<file path="src/rtl/proc_pkg.sv">
// Shared definitions for the 16-bit processor core.
// Holds the default register-index and data widths and the operand-fetch
// sequencer state encoding.
package proc_pkg;

  localparam int DFLT_ADDRESS_LEN = 4;
  localparam int DFLT_DATA_LEN    = 16;

  typedef enum logic [2:0] {
    IDLE  = 3'd0,
    RD_A  = 3'd1,
    RD_B  = 3'd2,
    CAP_B = 3'd3,
    EXEC  = 3'd4,
    WB    = 3'd5
  } fetch_state_t;

endpackage

</file>
<file path="src/rtl/operand_fetch_seq.sv">
// Operand fetch / writeback sequencer: reads src_a then src_b through the single
// register-file read port, starts the ALU, waits for alu_done, optionally writes back.
// Latency: accept to alu_start 4 edges; accept to write commit 6 edges minimum.
// Backpressure: instr_ready_o high only in IDLE; instr_valid_i ignored while busy.
//
// Ports: clk_i/rst_ni (async active-low); instr_valid_i/instr_ready_o with
// src_a_i/src_b_i/dst_i/wb_req_i; rd_addr_o/rd_data_i to the register file read
// port; opa_o/opb_o/alu_start_o/alu_done_i/alu_result_i to the ALU;
// rf_wr_en_o/wr_addr_o/wr_data_o to the register file write port; busy_o.
module operand_fetch_seq
  import proc_pkg::*;
#(
  parameter int ADDRESS_LEN = DFLT_ADDRESS_LEN,
  parameter int DATA_LEN    = DFLT_DATA_LEN
) (
  input  logic                   clk_i,
  input  logic                   rst_ni,
  input  logic                   instr_valid_i,
  output logic                   instr_ready_o,
  input  logic [ADDRESS_LEN-1:0] src_a_i,
  input  logic [ADDRESS_LEN-1:0] src_b_i,
  input  logic [ADDRESS_LEN-1:0] dst_i,
  input  logic                   wb_req_i,
  output logic [ADDRESS_LEN-1:0] rd_addr_o,
  input  logic [DATA_LEN-1:0]    rd_data_i,
  output logic [DATA_LEN-1:0]    opa_o,
  output logic [DATA_LEN-1:0]    opb_o,
  output logic                   alu_start_o,
  input  logic                   alu_done_i,
  input  logic [DATA_LEN-1:0]    alu_result_i,
  output logic                   rf_wr_en_o,
  output logic [ADDRESS_LEN-1:0] wr_addr_o,
  output logic [DATA_LEN-1:0]    wr_data_o,
  output logic                   busy_o
);

  fetch_state_t           state_q, state_d;
  logic [ADDRESS_LEN-1:0] src_b_q, src_b_d;
  logic [ADDRESS_LEN-1:0] dst_q, dst_d;
  logic                   wb_q, wb_d;
  logic [ADDRESS_LEN-1:0] rd_addr_q, rd_addr_d;
  logic [DATA_LEN-1:0]    opa_q, opa_d;
  logic [DATA_LEN-1:0]    opb_q, opb_d;
  logic                   alu_start_q, alu_start_d;
  logic                   rf_wr_en_q, rf_wr_en_d;
  logic [ADDRESS_LEN-1:0] wr_addr_q, wr_addr_d;
  logic [DATA_LEN-1:0]    wr_data_q, wr_data_d;
  logic                   instr_ready_q, instr_ready_d;
  logic                   busy_q, busy_d;

  always_comb begin
    state_d       = state_q;
    src_b_d       = src_b_q;
    dst_d         = dst_q;
    wb_d          = wb_q;
    rd_addr_d     = rd_addr_q;
    opa_d         = opa_q;
    opb_d         = opb_q;
    wr_addr_d     = wr_addr_q;
    wr_data_d     = wr_data_q;
    instr_ready_d = instr_ready_q;
    busy_d        = busy_q;
    // Single-cycle pulses: low unless the current state raises them.
    alu_start_d   = 1'b0;
    rf_wr_en_d    = 1'b0;

    unique case (state_q)
      IDLE: begin
        if (instr_valid_i && instr_ready_q) begin
          // src_a goes straight onto the read port; only src_b/dst/wb need holding.
          src_b_d       = src_b_i;
          dst_d         = dst_i;
          wb_d          = wb_req_i;
          rd_addr_d     = src_a_i;
          instr_ready_d = 1'b0;
          busy_d        = 1'b1;
          state_d       = RD_A;
        end
      end
      RD_A: begin
        rd_addr_d = src_b_q;
        state_d   = RD_B;
      end
      RD_B: begin
        // Register file returns R[src_a] one cycle after sampling the address.
        opa_d   = rd_data_i;
        state_d = CAP_B;
      end
      CAP_B: begin
        opb_d       = rd_data_i;
        alu_start_d = 1'b1;
        state_d     = EXEC;
      end
      EXEC: begin
        if (alu_done_i) begin
          if (wb_q) begin
            wr_addr_d  = dst_q;
            wr_data_d  = alu_result_i;
            rf_wr_en_d = 1'b1;
            state_d    = WB;
          end else begin
            instr_ready_d = 1'b1;
            busy_d        = 1'b0;
            state_d       = IDLE;
          end
        end
      end
      WB: begin
        // Register file commits at the end of this cycle.
        instr_ready_d = 1'b1;
        busy_d        = 1'b0;
        state_d       = IDLE;
      end
      default: begin
        instr_ready_d = 1'b1;
        busy_d        = 1'b0;
        state_d       = IDLE;
      end
    endcase
  end

  always_ff @(posedge clk_i or negedge rst_ni) begin
    if (!rst_ni) begin
      state_q       <= IDLE;
      src_b_q       <= '0;
      dst_q         <= '0;
      wb_q          <= 1'b0;
      rd_addr_q     <= '0;
      opa_q         <= '0;
      opb_q         <= '0;
      alu_start_q   <= 1'b0;
      rf_wr_en_q    <= 1'b0;
      wr_addr_q     <= '0;
      wr_data_q     <= '0;
      instr_ready_q <= 1'b1;
      busy_q        <= 1'b0;
    end else begin
      state_q       <= state_d;
      src_b_q       <= src_b_d;
      dst_q         <= dst_d;
      wb_q          <= wb_d;
      rd_addr_q     <= rd_addr_d;
      opa_q         <= opa_d;
      opb_q         <= opb_d;
      alu_start_q   <= alu_start_d;
      rf_wr_en_q    <= rf_wr_en_d;
      wr_addr_q     <= wr_addr_d;
      wr_data_q     <= wr_data_d;
      instr_ready_q <= instr_ready_d;
      busy_q        <= busy_d;
    end
  end

  assign instr_ready_o = instr_ready_q;
  assign busy_o        = busy_q;
  assign rd_addr_o     = rd_addr_q;
  assign opa_o         = opa_q;
  assign opb_o         = opb_q;
  assign alu_start_o   = alu_start_q;
  assign rf_wr_en_o    = rf_wr_en_q;
  assign wr_addr_o     = wr_addr_q;
  assign wr_data_o     = wr_data_q;

endmodule

</file>
<file path="config.mk">
export PLATFORM = sky130hd
export DESIGN_NAME = operand_fetch_seq
export DESIGN_NICKNAME = d
export VERILOG_FILES = /design/src/rtl/proc_pkg.sv /design/src/rtl/operand_fetch_seq.sv
export SDC_FILE = /design/constraint.sdc
export NUM_CORES = 1
export LEC_CHECK = 0
export BUFFER_PORTS_ARGS = -buffer_cell sky130_fd_sc_hd__buf_2
export CAP_MARGIN = 25
export CELL_PAD_IN_SITES_DETAIL_PLACEMENT = 1
export CELL_PAD_IN_SITES_GLOBAL_PLACEMENT = 1
export CORE_AREA = 2 2 87 89
export DETAILED_ROUTE_END_ITERATION = 10
export DIE_AREA = 0 0 89 91
export PLACE_DENSITY = 0.83
export SYNTH_ARGS = -nofsm -noshare
export SYNTH_HDL_FRONTEND = slang
export SYNTH_SLANG_ARGS = --single-unit
</file>
<file path="constraint.sdc">
create_clock -name clk_i -period 4.7 [get_ports clk_i]
set_input_delay 0 -clock clk_i [delete_from_list [all_inputs] [get_ports clk_i]]
set_output_delay 0 -clock clk_i [all_outputs]
set_load 0.02 [all_outputs]
</file>
==> impl_results.html, run 1 <==
<table>
<tr><th>Metric</th><th>Value</th></tr>
<tr><th colspan="2">Clock network</th></tr>
<tr><td>Root buffer cell</td><td>sky130_fd_sc_hd__clkbuf_8</td></tr>
<tr><td>Number of buffers created by CTS</td><td>9</td></tr>
<tr><td>Insertion delay to the later sink of the worst-skew pair</td><td>0.34 ns</td></tr>
<tr><td>Clock tree from TritonCTS</td><td>built</td></tr>
<tr><td>Maximum buffer depth of the clock tree</td><td>2</td></tr>
<tr><td>H-tree level count</td><td>3</td></tr>
<tr><td>Clock sink total</td><td>72</td></tr>
<tr><td>Clock-pin slew reported for the worst setup and hold paths after clock tree synthesis</td><td>0.07 ns</td></tr>
<tr><th colspan="2">Place</th></tr>
<tr><td>Placed Cells incl. Taps</td><td>380</td></tr>
<tr><td>DP Wirelength</td><td>4528 µm</td></tr>
<tr><td>Buffers added on ports</td><td>108</td></tr>
<tr><td>Final RePlAce weighted congestion</td><td>0.7989</td></tr>
<tr><th colspan="2">Job</th></tr>
<tr><td>Number of maximum-capacitance violations</td><td>0</td></tr>
<tr><th colspan="2">Synthesis</th></tr>
<tr><td>Share of the synthesized area in the top cell type</td><td>62.47%</td></tr>
<tr><td>Synth Area in Simple Gates</td><td>6.423%</td></tr>
<tr><td>Sequential area share after synthesis</td><td>63.40%</td></tr>
<tr><td>Per-instance average area after synthesis</td><td>15.80 µm²</td></tr>
<tr><td>Synth Net Count</td><td>229</td></tr>
<tr><td>Largest area contributor in the synthesized netlist</td><td>sky130_fd_sc_hd__dfrtp_1</td></tr>
<tr><td>Prevailing post-synth register cell</td><td>sky130_fd_sc_hd__dfrtp_1</td></tr>
<tr><td>Gate count of the mapped netlist</td><td>180</td></tr>
<tr><td>Cell area after technology mapping</td><td>2844 µm²</td></tr>
<tr><td>Post-synth ARST share</td><td>100.0%</td></tr>
<tr><td>Post-Synth Adder-Cell Area</td><td>0%</td></tr>
<tr><td>Total of flip-flops plus latches after synthesis</td><td>72</td></tr>
<tr><td>Synth warnings</td><td>0</td></tr>
<tr><td>Main combinational cell family by area after synthesis</td><td>multiplexers</td></tr>
<tr><td>EDFF count, synth</td><td>0</td></tr>
<tr><td>Xor/xnor cell area share of the yosys netlist</td><td>0%</td></tr>
<tr><td>Multiplexer fraction of the synthesized cell area</td><td>24.81%</td></tr>
<tr><td>Post-synthesis compound-gate area fraction</td><td>2.640%</td></tr>
<tr><td>Count of cell types in the netlist</td><td>28</td></tr>
<tr><td>Leading post-synthesis cells by cell area</td><td>sky130_fd_sc_hd__dfrtp_1, sky130_fd_sc_hd__mux2_2, sky130_fd_sc_hd__mux2_4</td></tr>
<tr><th colspan="2">Critical path</th></tr>
<tr><td>Arrival time of the worst setup path</td><td>2.36 ns</td></tr>
<tr><td>Flop-to-flop setup slack</td><td>2.56 ns</td></tr>
<tr><td>Worst-path maximum fanout</td><td>14</td></tr>
<tr><td>Capturing element type of the critical path</td><td>flip-flop</td></tr>
<tr><td>Largest stage delay on the critical path</td><td>0.63 ns</td></tr>
<tr><td>Required time worst endpoint</td><td>4.92 ns</td></tr>
<tr><td>Type of origin of the critical path</td><td>flip-flop</td></tr>
<tr><td>Top Family by Delay on Critical Path</td><td>simple AND/OR/NAND/NOR gates</td></tr>
<tr><td>Critical Path, Cell by Cell</td><td>nor4bb_4 &gt; and2b_1 &gt; mux2_2</td></tr>
<tr><td>Slowest CP cell</td><td>sky130_fd_sc_hd__and2b_1</td></tr>
<tr><td>Number of buffer and inverter stages on the critical path</td><td>0</td></tr>
<tr><td>Worst setup path class</td><td>flip-flop to flip-flop</td></tr>
<tr><th colspan="2">Global routing</th></tr>
<tr><td>Overflow left after global routing</td><td>0</td></tr>
<tr><td>Antenna violations before repair</td><td>0</td></tr>
<tr><td>Overall track demand over capacity in global routing</td><td>19.76%</td></tr>
<tr><td>Pin count of the biggest net entering global routing</td><td>73</td></tr>
<tr><td>Via count of the first global-routing pass</td><td>2479</td></tr>
<tr><td>Wire length of the first global-routing pass</td><td>12090 µm</td></tr>
<tr><th colspan="2">Final layout</th></tr>
<tr><td>Final antenna diode count</td><td>0</td></tr>
<tr><td>Number of non-filler instances in the completed layout</td><td>442</td></tr>
<tr><td>Share of post-route cells with drive strength above 1</td><td>56.27%</td></tr>
<tr><td>Area added between synthesis and finish</td><td>44.08%</td></tr>
<tr><td>Final cell utilization of the core</td><td>57.42%</td></tr>
<tr><td>Commonest non-fill, non-tap cell in the layout</td><td>sky130_fd_sc_hd__buf_2</td></tr>
<tr><td>Final nets</td><td>387</td></tr>
<tr><td>Fill cell total of the finished layout</td><td>769</td></tr>
<tr><td>Leading cell types in the layout, fill and taps excluded</td><td>sky130_fd_sc_hd__buf_2, sky130_fd_sc_hd__dfrtp_1, sky130_fd_sc_hd__mux2_2, sky130_fd_sc_hd__dlygate4sd3_1, sky130_fd_sc_hd__clkbuf_8</td></tr>
<tr><th colspan="2">Timing</th></tr>
<tr><td>Actual slew at the worst max-slew pin</td><td>0.9891 ns</td></tr>
<tr><td>Final Cycle Share</td><td>45.43%</td></tr>
<tr><td>Summed negative setup slack over all endpoints</td><td>0 ns</td></tr>
<tr><td>Final-report setup violation count</td><td>0</td></tr>
<tr><td>Fin. Hold Viols</td><td>0</td></tr>
<tr><td>Final max-slew violation count</td><td>0</td></tr>
<tr><td>Max_slew headroom</td><td>33.99%</td></tr>
<tr><td>Setup repair after global routing missed its margin</td><td>false</td></tr>
<tr><td>Maximum clock rate</td><td>468.3 MHz</td></tr>
<tr><td>Maximum clock skew at final layout</td><td>0.01213 ns</td></tr>
<tr><td>Time the worst path needs with I/O delays and setup</td><td>2.135 ns</td></tr>
<tr><td>Worst hold margin</td><td>0.04218 ns</td></tr>
<tr><th colspan="2">Power and ir drop</th></tr>
<tr><td>Power density of the placed cells</td><td>654.3 nW/µm²</td></tr>
<tr><td>Combinational share of power</td><td>42.7%</td></tr>
<tr><td>Portion of total power attributed to sequential cells</td><td>40.8%</td></tr>
<tr><td>Internal Power</td><td>0.001655 W</td></tr>
<tr><td>Switching pwr</td><td>0.001026 W</td></tr>
<tr><td>Switch share</td><td>38.26%</td></tr>
<tr><td>Peak supply drop</td><td>0.0003079 V</td></tr>
<tr><td>Clk pwr share</td><td>16.6%</td></tr>
<tr><td>Pleak</td><td>2.016 nW</td></tr>
<tr><td>Total power</td><td>0.002681 W</td></tr>
<tr><th colspan="2">Die</th></tr>
<tr><td>I/O pin cnt</td><td>109</td></tr>
<tr><td>Placement Rows</td><td>31</td></tr>
<tr><td>Starting density of the core</td><td>39.85%</td></tr>
<tr><td>Die area</td><td>8099 µm²</td></tr>
<tr><td>CORE AREA</td><td>7137 µm²</td></tr>
<tr><td>DIE HEIGHT</td><td>91 µm</td></tr>
<tr><td>Chip Width</td><td>89 µm</td></tr>
<tr><th colspan="2">Route</th></tr>
<tr><td>DR vias</td><td>2098</td></tr>
<tr><td>Detail Route Antenna Nets</td><td>0</td></tr>
<tr><td>Detail-routed net length per standard cell</td><td>16.70 µm</td></tr>
<tr><td>DRT Wirelength</td><td>7380 µm</td></tr>
<tr><td>Per-cell via count in the routed design</td><td>4.747</td></tr>
<tr><td>1st-pass router iterations</td><td>4</td></tr>
<tr><td>Remaining design rule violation count</td><td>0</td></tr>
<tr><td>Count of routing violations after the opening detailed-route iteration</td><td>64</td></tr>
<tr><th colspan="2">Worst hold path</th></tr>
<tr><td>Min-Delay Path Class</td><td>primary input to flip-flop</td></tr>
<tr><th colspan="2">Run status</th></tr>
<tr><td>Outcome</td><td>complete, no violations</td></tr>
</table>
[Yosys cell counts (2+ instances only)]
master,n
sky130_fd_sc_hd__o22a_1,2
sky130_fd_sc_hd__mux2_4,5
sky130_fd_sc_hd__nor2_1,2
sky130_fd_sc_hd__mux2_2,55
sky130_fd_sc_hd__buf_6,2
sky130_fd_sc_hd__o211ai_1,4
sky130_fd_sc_hd__nand3b_1,5
sky130_fd_sc_hd__buf_2,4
sky130_fd_sc_hd__nand3_1,3
sky130_fd_sc_hd__nand2_1,10
sky130_fd_sc_hd__dfrtp_1,71
[path summary, 6_finish.rpt]
path,start,to,depth (start not counted)
max reg2reg,instr_ready_o,src_b_q[3],3
max,instr_ready_o,src_b_q[3],3
min in group asynchronous,rst_ni,opa_o[11],3
min,alu_done_i,busy_o,4
max in group asynchronous,rst_ni,wr_data_o[2],3
min reg2reg,wr_addr_o[3],wr_addr_o[3],1
[metrics by stage]
step | setup WS (ns) | cell area (µm²)
finish | 2.565 | 4098
global route | 2.444 | 4098
CTS | 2.540 | 4098
detailed placement | 2.549 | 3455
global placement | 2.682 | 3455
floorplan | 2.914 | 2844
[per-layer routing]
layer	track usage (%)	part of all wire [%]	vias up
met5	0	0	-
met4	7.836	2.4	0
met3	6.455	5.0	13
met2	34.89	54	70
met1	21.36	39	1064
li1	-	-	951
[power groups by stage]
stage / clock [W] / combinational [W] / sequential (W)
global route: 0.000488 / 0.00122 / 0.00113
floorplan: 0 / 0.000482 / 0.00135
finish: 0.000444 / 0.00114 / 0.00109
detailed placement: 0 / 0.00112 / 0.00110
CTS: 0.000464 / 0.00115 / 0.00109
global placement: 0 / 0.00108 / 0.00107
[worst register-to-register path, stage by stage, from the launching register on]
cell	delay [ns]
sky130_fd_sc_hd__dfstp_2	0.57
sky130_fd_sc_hd__nor4bb_4	0.41
sky130_fd_sc_hd__and2b_1	0.63
sky130_fd_sc_hd__mux2_2	0.41
[kinds of logic (layout without fill, tap and decap cells)]
logic type | after synthesis | after routing
buffers and inverters | 10 | 173
and+or+nand+nor | 28 | 28
DFF | 72 | 72
AOI/OAI and AO/OA | 9 | 9
muxes | 61 | 61
[state kept, by name (all words and copies together), names as in the netlist]
register       cells
alu_start_o        1
busy_o             1
dst_q              4
instr_ready_o      1
opa_o             16
opb_o             16
rd_addr_o          4
rf_wr_en_o         1
src_b_q            4
state_q            3
wb_q               1
wr_addr_o          4
wr_data_o         16
[cell type report]
class                           count  area (µm²)  share of cell area (%)
Tap cell                           99       123.9                   3.023
Clock inverter                      5       31.28                  0.7634
Timing Repair Buffer              156        1016                   24.79
Clock buffer                       11       151.4                   3.695
Inverter                            1       3.754                 0.09160
Multi-Input combinational cell     98       968.4                   23.63
Sequential cell                    72        1803                   44.00
[what timing repair did]
action,CTS,global route
gates resized for setup,0,0
endpoints found under the hold margin,132,0
hold buffers,46,0
buffers inserted,0,0
Power figures use the tool's default switching activity.
==> run 2, diff against run 1 <==
--- a/config.mk
+++ b/config.mk
@@ -9,10 +9,10 @@
 export CAP_MARGIN = 25
 export CELL_PAD_IN_SITES_DETAIL_PLACEMENT = 1
 export CELL_PAD_IN_SITES_GLOBAL_PLACEMENT = 1
-export CORE_AREA = 2 2 87 89
+export CORE_AREA = 2 2 94 96
 export DETAILED_ROUTE_END_ITERATION = 10
-export DIE_AREA = 0 0 89 91
-export PLACE_DENSITY = 0.83
+export DIE_AREA = 0 0 96 98
+export PLACE_DENSITY = 0.76
 export SYNTH_ARGS = -nofsm -noshare
 export SYNTH_HDL_FRONTEND = slang
 export SYNTH_SLANG_ARGS = --single-unit
==> constraint.sdc (replaced) <==
create_clock -name clk_i -period 1.75 [get_ports clk_i]
set_input_delay 0 -clock clk_i [delete_from_list [all_inputs] [get_ports clk_i]]
set_output_delay 0 -clock clk_i [all_outputs]
set_load 0.02 [all_outputs]
==> run 2 against run 1 <==
Net effect:
- cell count grew 3.6%
- critical endpoint is now dst_q[0]
- total power grew to 2.8 times the previous value
- largest power group unchanged
- global-route usage shrank 3.9 points
- sequential share of layout area shrank 1.4 points
- clock power grew to 2.9 times the previous value
==> impl_results.html, run 2 (same netlist as run 1, synthesis figures left out) <==
<table>
<tr><th>Metric</th><th>Value</th></tr>
<tr><th colspan="2">Run status</th></tr>
<tr><td>Outcome</td><td>complete, no violations (unchanged)</td></tr>
<tr><th colspan="2">Clock network</th></tr>
<tr><td>Clock-pin slew reported for the worst setup and hold paths after clock tree synthesis</td><td>0.07 ns (about the same)</td></tr>
<tr><td>Post-CTS setup buffer count</td><td>0 (unchanged)</td></tr>
<tr><td>H-tree level count</td><td>3 (unchanged)</td></tr>
<tr><td>Number of instances resized during post-cts repair</td><td>0 (unchanged)</td></tr>
<tr><td>Clock sink total</td><td>72 (unchanged)</td></tr>
<tr><td>Number of buffers created by CTS</td><td>9 (unchanged)</td></tr>
<tr><td>Root buffer cell</td><td>sky130_fd_sc_hd__clkbuf_8 (unchanged)</td></tr>
<tr><td>Maximum buffer depth of the clock tree</td><td>2 (unchanged)</td></tr>
<tr><td>Clock tree from TritonCTS</td><td>built (unchanged)</td></tr>
<tr><td>Insertion delay to the later sink of the worst-skew pair</td><td>0.33 ns (was 0.34 ns)</td></tr>
<tr><th colspan="2">Final layout</th></tr>
<tr><td>Area added between synthesis and finish</td><td>48.79% (was 44.08%)</td></tr>
<tr><td>Final antenna diode count</td><td>0 (unchanged)</td></tr>
<tr><td>Final nets</td><td>395 (was 387)</td></tr>
<tr><td>Leading cell types in the layout, fill and taps excluded</td><td>sky130_fd_sc_hd__buf_2, sky130_fd_sc_hd__dfrtp_1, sky130_fd_sc_hd__mux2_2, sky130_fd_sc_hd__dlygate4sd3_1 (was sky130_fd_sc_hd__buf_2, sky130_fd_sc_hd__dfrtp_1, sky130_fd_sc_hd__mux2_2, sky130_fd_sc_hd__dlygate4sd3_1, sky130_fd_sc_hd__clkbuf_8)</td></tr>
<tr><td>Final cell utilization of the core</td><td>49.99% (was 57.42%)</td></tr>
<tr><td>Fill cell total of the finished layout</td><td>867 (was 769)</td></tr>
<tr><td>Commonest non-fill, non-tap cell in the layout</td><td>sky130_fd_sc_hd__buf_2 (unchanged)</td></tr>
<tr><td>Share of post-route cells with drive strength above 1</td><td>57.14% (was 56.27%)</td></tr>
<tr><th colspan="2">Route</th></tr>
<tr><td>Detail Route Antenna Nets</td><td>0 (unchanged)</td></tr>
<tr><td>DR vias</td><td>2089 (was 2098)</td></tr>
<tr><td>DRT Wirelength</td><td>7052 µm (was 7380 µm)</td></tr>
<tr><td>Remaining design rule violation count</td><td>0 (unchanged)</td></tr>
<tr><td>1st-pass router iterations</td><td>2 (was 4)</td></tr>
<tr><td>Count of routing violations after the opening detailed-route iteration</td><td>43 (was 64)</td></tr>
<tr><td>Detail-routed net length per standard cell</td><td>15.40 µm (was 16.70 µm)</td></tr>
<tr><td>Per-cell via count in the routed design</td><td>4.561 (was 4.747)</td></tr>
<tr><th colspan="2">Critical path</th></tr>
<tr><td>Arrival time of the worst setup path</td><td>1.82 ns (was 2.36 ns)</td></tr>
<tr><td>Capturing element type of the critical path</td><td>flip-flop (unchanged)</td></tr>
<tr><td>Type of origin of the critical path</td><td>flip-flop (unchanged)</td></tr>
<tr><td>Required time worst endpoint</td><td>1.96 ns (was 4.92 ns)</td></tr>
<tr><td>Worst setup path class</td><td>flip-flop to flip-flop (unchanged)</td></tr>
<tr><td>Worst-path maximum fanout</td><td>14 (unchanged)</td></tr>
<tr><th colspan="2">Global routing</th></tr>
<tr><td>Wire length of the first global-routing pass</td><td>11510 µm (was 12090 µm)</td></tr>
<tr><td>Antenna violations before repair</td><td>0 (unchanged)</td></tr>
<tr><td>Via count of the first global-routing pass</td><td>2345 (was 2479)</td></tr>
<tr><td>Overall track demand over capacity in global routing</td><td>15.89% (was 19.76%)</td></tr>
<tr><td>Overflow left after global routing</td><td>0 (unchanged)</td></tr>
<tr><td>Pin count of the biggest net entering global routing</td><td>73 (unchanged)</td></tr>
<tr><th colspan="2">Timing</th></tr>
<tr><td>Max_slew headroom</td><td>73.64% (was 33.99%)</td></tr>
<tr><td>Fin. Hold Viols</td><td>0 (unchanged)</td></tr>
<tr><td>Time the worst path needs with I/O delays and setup</td><td>1.612 ns (was 2.135 ns)</td></tr>
<tr><td>Summed negative setup slack over all endpoints</td><td>0 ns (unchanged)</td></tr>
<tr><td>Setup repair after global routing missed its margin</td><td>false (unchanged)</td></tr>
<tr><td>Actual slew at the worst max-slew pin</td><td>0.3954 ns (was 0.9891 ns)</td></tr>
<tr><td>Maximum clock rate</td><td>620.4 MHz (was 468.3 MHz)</td></tr>
<tr><td>Maximum clock skew at final layout</td><td>0.005605 ns (was 0.01213 ns)</td></tr>
<tr><td>Final-report setup violation count</td><td>0 (unchanged)</td></tr>
<tr><td>Final Cycle Share</td><td>92.10% (was 45.43%)</td></tr>
<tr><td>Final max-slew violation count</td><td>0 (unchanged)</td></tr>
<tr><th colspan="2">Power and ir drop</th></tr>
<tr><td>Switch share</td><td>36.87% (was 38.26%)</td></tr>
<tr><td>Pleak</td><td>2.067 nW (was 2.016 nW)</td></tr>
<tr><td>Power density of the placed cells</td><td>1745 nW/µm² (was 654.3 nW/µm²)</td></tr>
<tr><td>Clk pwr share</td><td>17.6% (was 16.6%)</td></tr>
<tr><td>Switching pwr</td><td>0.002723 W (was 0.001026 W)</td></tr>
<tr><td>Combinational share of power</td><td>43.7% (was 42.7%)</td></tr>
<tr><td>Total power</td><td>0.007385 W (was 0.002681 W)</td></tr>
<tr><td>Peak supply drop</td><td>0.0006951 V (was 0.0003079 V)</td></tr>
<tr><td>Portion of total power attributed to sequential cells</td><td>38.7% (was 40.8%)</td></tr>
<tr><td>Internal Power</td><td>0.004662 W (was 0.001655 W)</td></tr>
<tr><th colspan="2">Job</th></tr>
<tr><td>Number of maximum-capacitance violations</td><td>0 (unchanged)</td></tr>
<tr><th colspan="2">Die</th></tr>
<tr><td>CORE AREA</td><td>8466 µm² (was 7137 µm²)</td></tr>
<tr><td>Die area</td><td>9408 µm² (was 8099 µm²)</td></tr>
<tr><td>Placement Rows</td><td>34 (was 31)</td></tr>
<tr><td>I/O pin cnt</td><td>109 (unchanged)</td></tr>
<tr><td>Starting density of the core</td><td>33.59% (was 39.85%)</td></tr>
<tr><td>Chip Width</td><td>96 µm (was 89 µm)</td></tr>
<tr><td>DIE HEIGHT</td><td>98 µm (was 91 µm)</td></tr>
<tr><th colspan="2">Place</th></tr>
<tr><td>DP Wirelength</td><td>4470 µm (was 4528 µm)</td></tr>
<tr><td>Buffers added on ports</td><td>108 (unchanged)</td></tr>
<tr><td>Final RePlAce weighted congestion</td><td>0.7680 (was 0.7989)</td></tr>
<tr><th colspan="2">Worst hold path</th></tr>
<tr><td>Min-Delay Path Class</td><td>primary input to flip-flop (unchanged)</td></tr>
</table>
## run 2: layout make-up
cell class                 instances  area [µm²]  area share (%)
clock buffer                      10       137.6           3.253
timing repair buffer             164        1126           26.61
tap                              108       135.1           3.193
sequential                        72        1803           42.61
inverter                           1       3.754         0.08870
clock inverter                     5       57.56           1.360
multi-input combinational         98       968.4           22.89
## run 2: final timing paths
check,from,to,slack [ns],cells after the start
min in group asynchronous,rst_ni,busy_o,0.21,3
worst min register to register,wr_addr_o[3],wr_addr_o[3],0.49,1
worst min-delay path,instr_valid_i,instr_ready_o,0.03,3
worst max register to register,instr_ready_o,dst_q[0],0.14,4
worst max-delay path,instr_ready_o,dst_q[0],0.14,4
max in group asynchronous,rst_ni,instr_ready_o,1.16,3
## run 2: layer usage
| metal | up-vias | routed length (µm) | GRT usage (%) |
|---|---|---|---|
| li1 | 964 | - | - |
| met1 | 1054 | 2832 | 17.86 |
| met2 | 64 | 3833 | 28.74 |
| met3 | 7 | 319 | 4.090 |
| met4 | 0 | 67 | 5.055 |
| met5 | - | 0 | 0 |
## run 2: power groups by stage
stage          clock network (W)  registers (W)  logic (W)
6_report                 0.00130        0.00286    0.00323
5_1_grt                  0.00142        0.00297    0.00348
4_1_cts                  0.00135        0.00287    0.00327
3_5_place_dp                   0        0.00290    0.00318
3_3_place_gp                   0        0.00285    0.00310
2_1_floorplan                  0        0.00364    0.00129
## run 2: what timing repair did
item / 4_1_cts / 5_1_grt
setup endpoints to repair: 0 / 0
hold endpoints to repair: 133 / 0
hold buffers: 46 / 0
## run 2: critical path: stages (launching register included)
cell,delay (ns)
sky130_fd_sc_hd__dfstp_2,0.57
sky130_fd_sc_hd__nor4bb_4,0.22
sky130_fd_sc_hd__and2b_1,0.22
sky130_fd_sc_hd__buf_12,0.16
sky130_fd_sc_hd__mux2_2,0.33
## run 2: stage by stage
stage | instances | hold slack [ns] | setup slack, ns | area, µm²
after floorplan | 180 | -0.2956 | 0.05262 | 2844
after global placement | 397 | 0.06087 | 0.2079 | 3576
after detailed placement | 397 | 0.05924 | 0.1338 | 3576
after CTS | 458 | 0.01634 | 0.1231 | 4232
after global routing | 458 | 0.04382 | 0.07855 | 4232
final | 458 | 0.03085 | 0.1382 | 4232
==> run 3, diff against run 2 <==
==> config.mk (replaced) <==
export PLATFORM = sky130hd
export DESIGN_NAME = operand_fetch_seq
export DESIGN_NICKNAME = d
export VERILOG_FILES = /design/src/rtl/proc_pkg.sv /design/src/rtl/operand_fetch_seq.sv
export SDC_FILE = /design/constraint.sdc
export NUM_CORES = 1
export LEC_CHECK = 0
export CAP_MARGIN = 25
export CELL_PAD_IN_SITES_DETAIL_PLACEMENT = 1
export CELL_PAD_IN_SITES_GLOBAL_PLACEMENT = 1
export CORE_AREA = 2 2 84 86
export DETAILED_ROUTE_END_ITERATION = 10
export DIE_AREA = 0 0 86 88
export DONT_BUFFER_PORTS = 1
export PLACE_DENSITY = 0.74
export SYNTH_ARGS = -nofsm -noshare
export SYNTH_HDL_FRONTEND = slang
export SYNTH_SLANG_ARGS = --single-unit
==> run 3 against run 2 <==
Net effect:
- clock power grew 23%
- critical endpoint unchanged
- cell area shrank 12%
- clock skew grew 0.00081 ns
- sequential cell count is the same
- highest routed layer unchanged
- routed wire length shrank 3.5%
- cell count shrank 29%
- clock-buffer cell count grew 1
- critical path depth is the same
- utilization grew 6.1 points
- maximum frequency shrank 0.30%
- first-iteration DRC count shrank 67%
- largest cell class unchanged
- sequential power grew 34%
==> impl_results.html, run 3 (same netlist as run 1, synthesis figures left out) <==
<table>
<tr><th>Metric</th><th>Value</th></tr>
<tr><th colspan="2">Timing</th></tr>
<tr><td>Summed negative setup slack over all endpoints</td><td>0 ns (unchanged)</td></tr>
<tr><td>Final-report setup violation count</td><td>0 (unchanged)</td></tr>
<tr><td>Actual slew at the worst max-slew pin</td><td>0.5828 ns (was 0.3954 ns)</td></tr>
<tr><td>Final worst slack</td><td>0.1332 ns (was 0.1382 ns)</td></tr>
<tr><td>Worst hold margin</td><td>0.01129 ns (was 0.03085 ns)</td></tr>
<tr><td>Final Cycle Share</td><td>92.39% (was 92.10%)</td></tr>
<tr><td>Fin. Hold Viols</td><td>0 (unchanged)</td></tr>
<tr><td>Time the worst path needs with I/O delays and setup</td><td>1.617 ns (was 1.612 ns)</td></tr>
<tr><td>Final max-slew violation count</td><td>0 (unchanged)</td></tr>
<tr><td>Max_slew headroom</td><td>61.07% (was 73.64%)</td></tr>
<tr><td>Setup repair after global routing missed its margin</td><td>false (unchanged)</td></tr>
<tr><td>Maximum clock skew at final layout</td><td>0.006412 ns (was 0.005605 ns)</td></tr>
<tr><td>Maximum clock rate</td><td>618.5 MHz (was 620.4 MHz)</td></tr>
<tr><th colspan="2">Clock network</th></tr>
<tr><td>H-tree level count</td><td>3 (unchanged)</td></tr>
<tr><td>Insertion delay to the later sink of the worst-skew pair</td><td>0.34 ns (was 0.33 ns)</td></tr>
<tr><td>Clock sink total</td><td>72 (unchanged)</td></tr>
<tr><td>Root buffer cell</td><td>sky130_fd_sc_hd__clkbuf_8 (unchanged)</td></tr>
<tr><td>Post-CTS setup buffer count</td><td>0 (unchanged)</td></tr>
<tr><td>Clock-pin slew reported for the worst setup and hold paths after clock tree synthesis</td><td>0.07 ns (about the same)</td></tr>
<tr><td>Number of buffers created by CTS</td><td>9 (unchanged)</td></tr>
<tr><td>Clock tree from TritonCTS</td><td>built (unchanged)</td></tr>
<tr><td>Maximum buffer depth of the clock tree</td><td>2 (unchanged)</td></tr>
<tr><td>Number of instances resized during post-cts repair</td><td>0 (unchanged)</td></tr>
<tr><td>Hold bufs inserted after CTS</td><td>49 (was 46)</td></tr>
<tr><th colspan="2">Worst hold path</th></tr>
<tr><td>Min-Delay Path Class</td><td>primary input to flip-flop (unchanged)</td></tr>
<tr><th colspan="2">Final layout</th></tr>
<tr><td>Fill cell total of the finished layout</td><td>614 (was 867)</td></tr>
<tr><td>Final cell utilization of the core</td><td>56.12% (was 49.99%)</td></tr>
<tr><td>Final instance area</td><td>3729 µm² (was 4232 µm²)</td></tr>
<tr><td>Commonest non-fill, non-tap cell in the layout</td><td>sky130_fd_sc_hd__dfrtp_1 (was sky130_fd_sc_hd__buf_2)</td></tr>
<tr><td>Area added between synthesis and finish</td><td>31.10% (was 48.79%)</td></tr>
<tr><td>Final nets</td><td>290 (was 395)</td></tr>
<tr><td>Leading cell types in the layout, fill and taps excluded</td><td>sky130_fd_sc_hd__dfrtp_1, sky130_fd_sc_hd__mux2_2, sky130_fd_sc_hd__dlygate4sd3_1, sky130_fd_sc_hd__nand2_1, sky130_fd_sc_hd__clkbuf_8 (was sky130_fd_sc_hd__buf_2, sky130_fd_sc_hd__dfrtp_1, sky130_fd_sc_hd__mux2_2, sky130_fd_sc_hd__dlygate4sd3_1)</td></tr>
<tr><td>Final antenna diode count</td><td>0 (unchanged)</td></tr>
<tr><td>Share of post-route cells with drive strength above 1</td><td>37.80% (was 57.14%)</td></tr>
<tr><th colspan="2">Global routing</th></tr>
<tr><td>Wire length of the first global-routing pass</td><td>10370 µm (was 11510 µm)</td></tr>
<tr><td>Pin count of the biggest net entering global routing</td><td>73 (unchanged)</td></tr>
<tr><td>Overflow left after global routing</td><td>0 (unchanged)</td></tr>
<tr><td>Antenna violations before repair</td><td>0 (unchanged)</td></tr>
<tr><td>Overall track demand over capacity in global routing</td><td>18.71% (was 15.89%)</td></tr>
<tr><td>Via count of the first global-routing pass</td><td>1986 (was 2345)</td></tr>
<tr><th colspan="2">Run status</th></tr>
<tr><td>Outcome</td><td>complete, no violations (unchanged)</td></tr>
<tr><th colspan="2">Route</th></tr>
<tr><td>Remaining design rule violation count</td><td>0 (unchanged)</td></tr>
<tr><td>Detail-routed net length per standard cell</td><td>20.88 µm (was 15.40 µm)</td></tr>
<tr><td>1st-pass router iterations</td><td>4 (was 2)</td></tr>
<tr><td>Per-cell via count in the routed design</td><td>5.328 (was 4.561)</td></tr>
<tr><td>Detail Route Antenna Nets</td><td>0 (unchanged)</td></tr>
<tr><td>Count of routing violations after the opening detailed-route iteration</td><td>14 (was 43)</td></tr>
<tr><td>DR vias</td><td>1737 (was 2089)</td></tr>
<tr><td>DRT Wirelength</td><td>6806 µm (was 7052 µm)</td></tr>
<tr><th colspan="2">Place</th></tr>
<tr><td>DP Wirelength</td><td>4240 µm (was 4470 µm)</td></tr>
<tr><td>Placed inst area</td><td>2975 µm² (was 3576 µm²)</td></tr>
<tr><td>Buffers added on ports</td><td>0 (was 108)</td></tr>
<tr><td>Worst setup slack before clock tree synthesis</td><td>0.1494 ns (was 0.1338 ns)</td></tr>
<tr><td>Final RePlAce weighted congestion</td><td>0.7803 (was 0.7680)</td></tr>
<tr><th colspan="2">Job</th></tr>
<tr><td>Number of maximum-capacitance violations</td><td>0 (unchanged)</td></tr>
<tr><th colspan="2">Power and ir drop</th></tr>
<tr><td>Power density of the placed cells</td><td>1920 nW/µm² (was 1745 nW/µm²)</td></tr>
<tr><td>Peak supply drop</td><td>0.0009344 V (was 0.0006951 V)</td></tr>
<tr><td>Pleak</td><td>1.657 nW (was 2.067 nW)</td></tr>
<tr><th colspan="2">Critical path</th></tr>
<tr><td>Number of buffer and inverter stages on the critical path</td><td>1 (unchanged)</td></tr>
<tr><td>Largest stage delay on the critical path</td><td>0.54 ns (was 0.57 ns)</td></tr>
<tr><td>Type of origin of the critical path</td><td>flip-flop (unchanged)</td></tr>
<tr><td>Required time worst endpoint</td><td>1.97 ns (was 1.96 ns)</td></tr>
<tr><td>Top Family by Delay on Critical Path</td><td>flip-flops (unchanged)</td></tr>
<tr><td>Slowest CP cell</td><td>sky130_fd_sc_hd__dfstp_2 (unchanged)</td></tr>
<tr><td>Arrival time of the worst setup path</td><td>1.84 ns (was 1.82 ns)</td></tr>
<tr><td>Worst setup path class</td><td>flip-flop to flip-flop (unchanged)</td></tr>
<tr><td>Critical Path, Cell by Cell</td><td>nor4bb_4 &gt; and2b_1 &gt; buf_4 &gt; mux2_2 (was nor4bb_4 &gt; and2b_1 &gt; buf_12 &gt; mux2_2)</td></tr>
<tr><td>Worst-path maximum fanout</td><td>11 (was 14)</td></tr>
<tr><td>Capturing element type of the critical path</td><td>flip-flop (unchanged)</td></tr>
<tr><th colspan="2">Die</th></tr>
<tr><td>Chip Width</td><td>86 µm (was 96 µm)</td></tr>
<tr><td>Die area</td><td>7568 µm² (was 9408 µm²)</td></tr>
<tr><td>Starting density of the core</td><td>42.81% (was 33.59%)</td></tr>
<tr><td>Placement Rows</td><td>30 (was 34)</td></tr>
<tr><td>CORE AREA</td><td>6644 µm² (was 8466 µm²)</td></tr>
<tr><td>I/O pin cnt</td><td>109 (unchanged)</td></tr>
<tr><td>DIE HEIGHT</td><td>88 µm (was 98 µm)</td></tr>
</table>
-- run 3: changes by cell type in the layout (fill, tap and decap cells not counted), moves of 2 or more --
cell | before | now
sky130_fd_sc_hd__buf_12 | 4 | 2
sky130_fd_sc_hd__buf_4 | 6 | 8
sky130_fd_sc_hd__bufinv_16 | 1 | 3
sky130_fd_sc_hd__dlygate4sd3_1 | 46 | 48
sky130_fd_sc_hd__clkinvlp_4 | 3 | 0
sky130_fd_sc_hd__buf_2 | 108 | 0
-- run 3: metrics by stage --
step                      instances  total power, W
after CTS                       326        0.007188
final                           326        0.007159
after floorplan                 180        0.004932
after detailed placement        261        0.005445
after global routing            326        0.007514
after global placement          261        0.005260
-- run 3: final cells by class --
class / instances / area (µm²) / share of cell area [%]
Sequential cell: 72 / 1803 / 48.36
Multi-Input combinational cell: 98 / 968.4 / 25.97
Timing Repair Buffer: 59 / 608.1 / 16.31
Clock buffer: 11 / 141.4 / 3.792
Clock inverter: 5 / 103.9 / 2.785
Tap cell: 80 / 100.1 / 2.685
Inverter: 1 / 3.754 / 0.1007
-- run 3: worst min-delay path: stages --
cell and delay (ns):
sky130_fd_sc_hd__a21oi_1 0.05, sky130_fd_sc_hd__o22a_1 0.18, sky130_fd_sc_hd__nor2_1 0.08
-- run 3: path summary, 6_finish.rpt --
path	from	endpoint	slack, ns	cells past startpoint
max	instr_ready_o	dst_q[0]	0.13	4
min	instr_valid_i	state_q[0]	0.01	3
max reg2reg	instr_ready_o	dst_q[0]	0.13	4
min reg2reg	dst_q[0]	wr_addr_o[0]	0.50	1
max in group asynchronous	rst_ni	instr_ready_o	1.24	2
min in group asynchronous	rst_ni	src_b_q[1]	0.22	2
-- run 3: where the power goes --
part           total, W  leakage (nW)  switching, W  internal [W]
combinational   0.00173         0.642      0.000670       0.00106
clock           0.00160         0.124      0.000609      0.000987
sequential      0.00384         0.892       0.00139       0.00245
-- run 3: layer usage --
| metal | part of all wire (%) | global-route usage [%] |
|---|---|---|
| met1 | 35 | 18.73 |
| met2 | 55 | 33.62 |
| met3 | 7.3 | 5.844 |
| met4 | 3.2 | 11.98 |
| met5 | 0 | 0 |
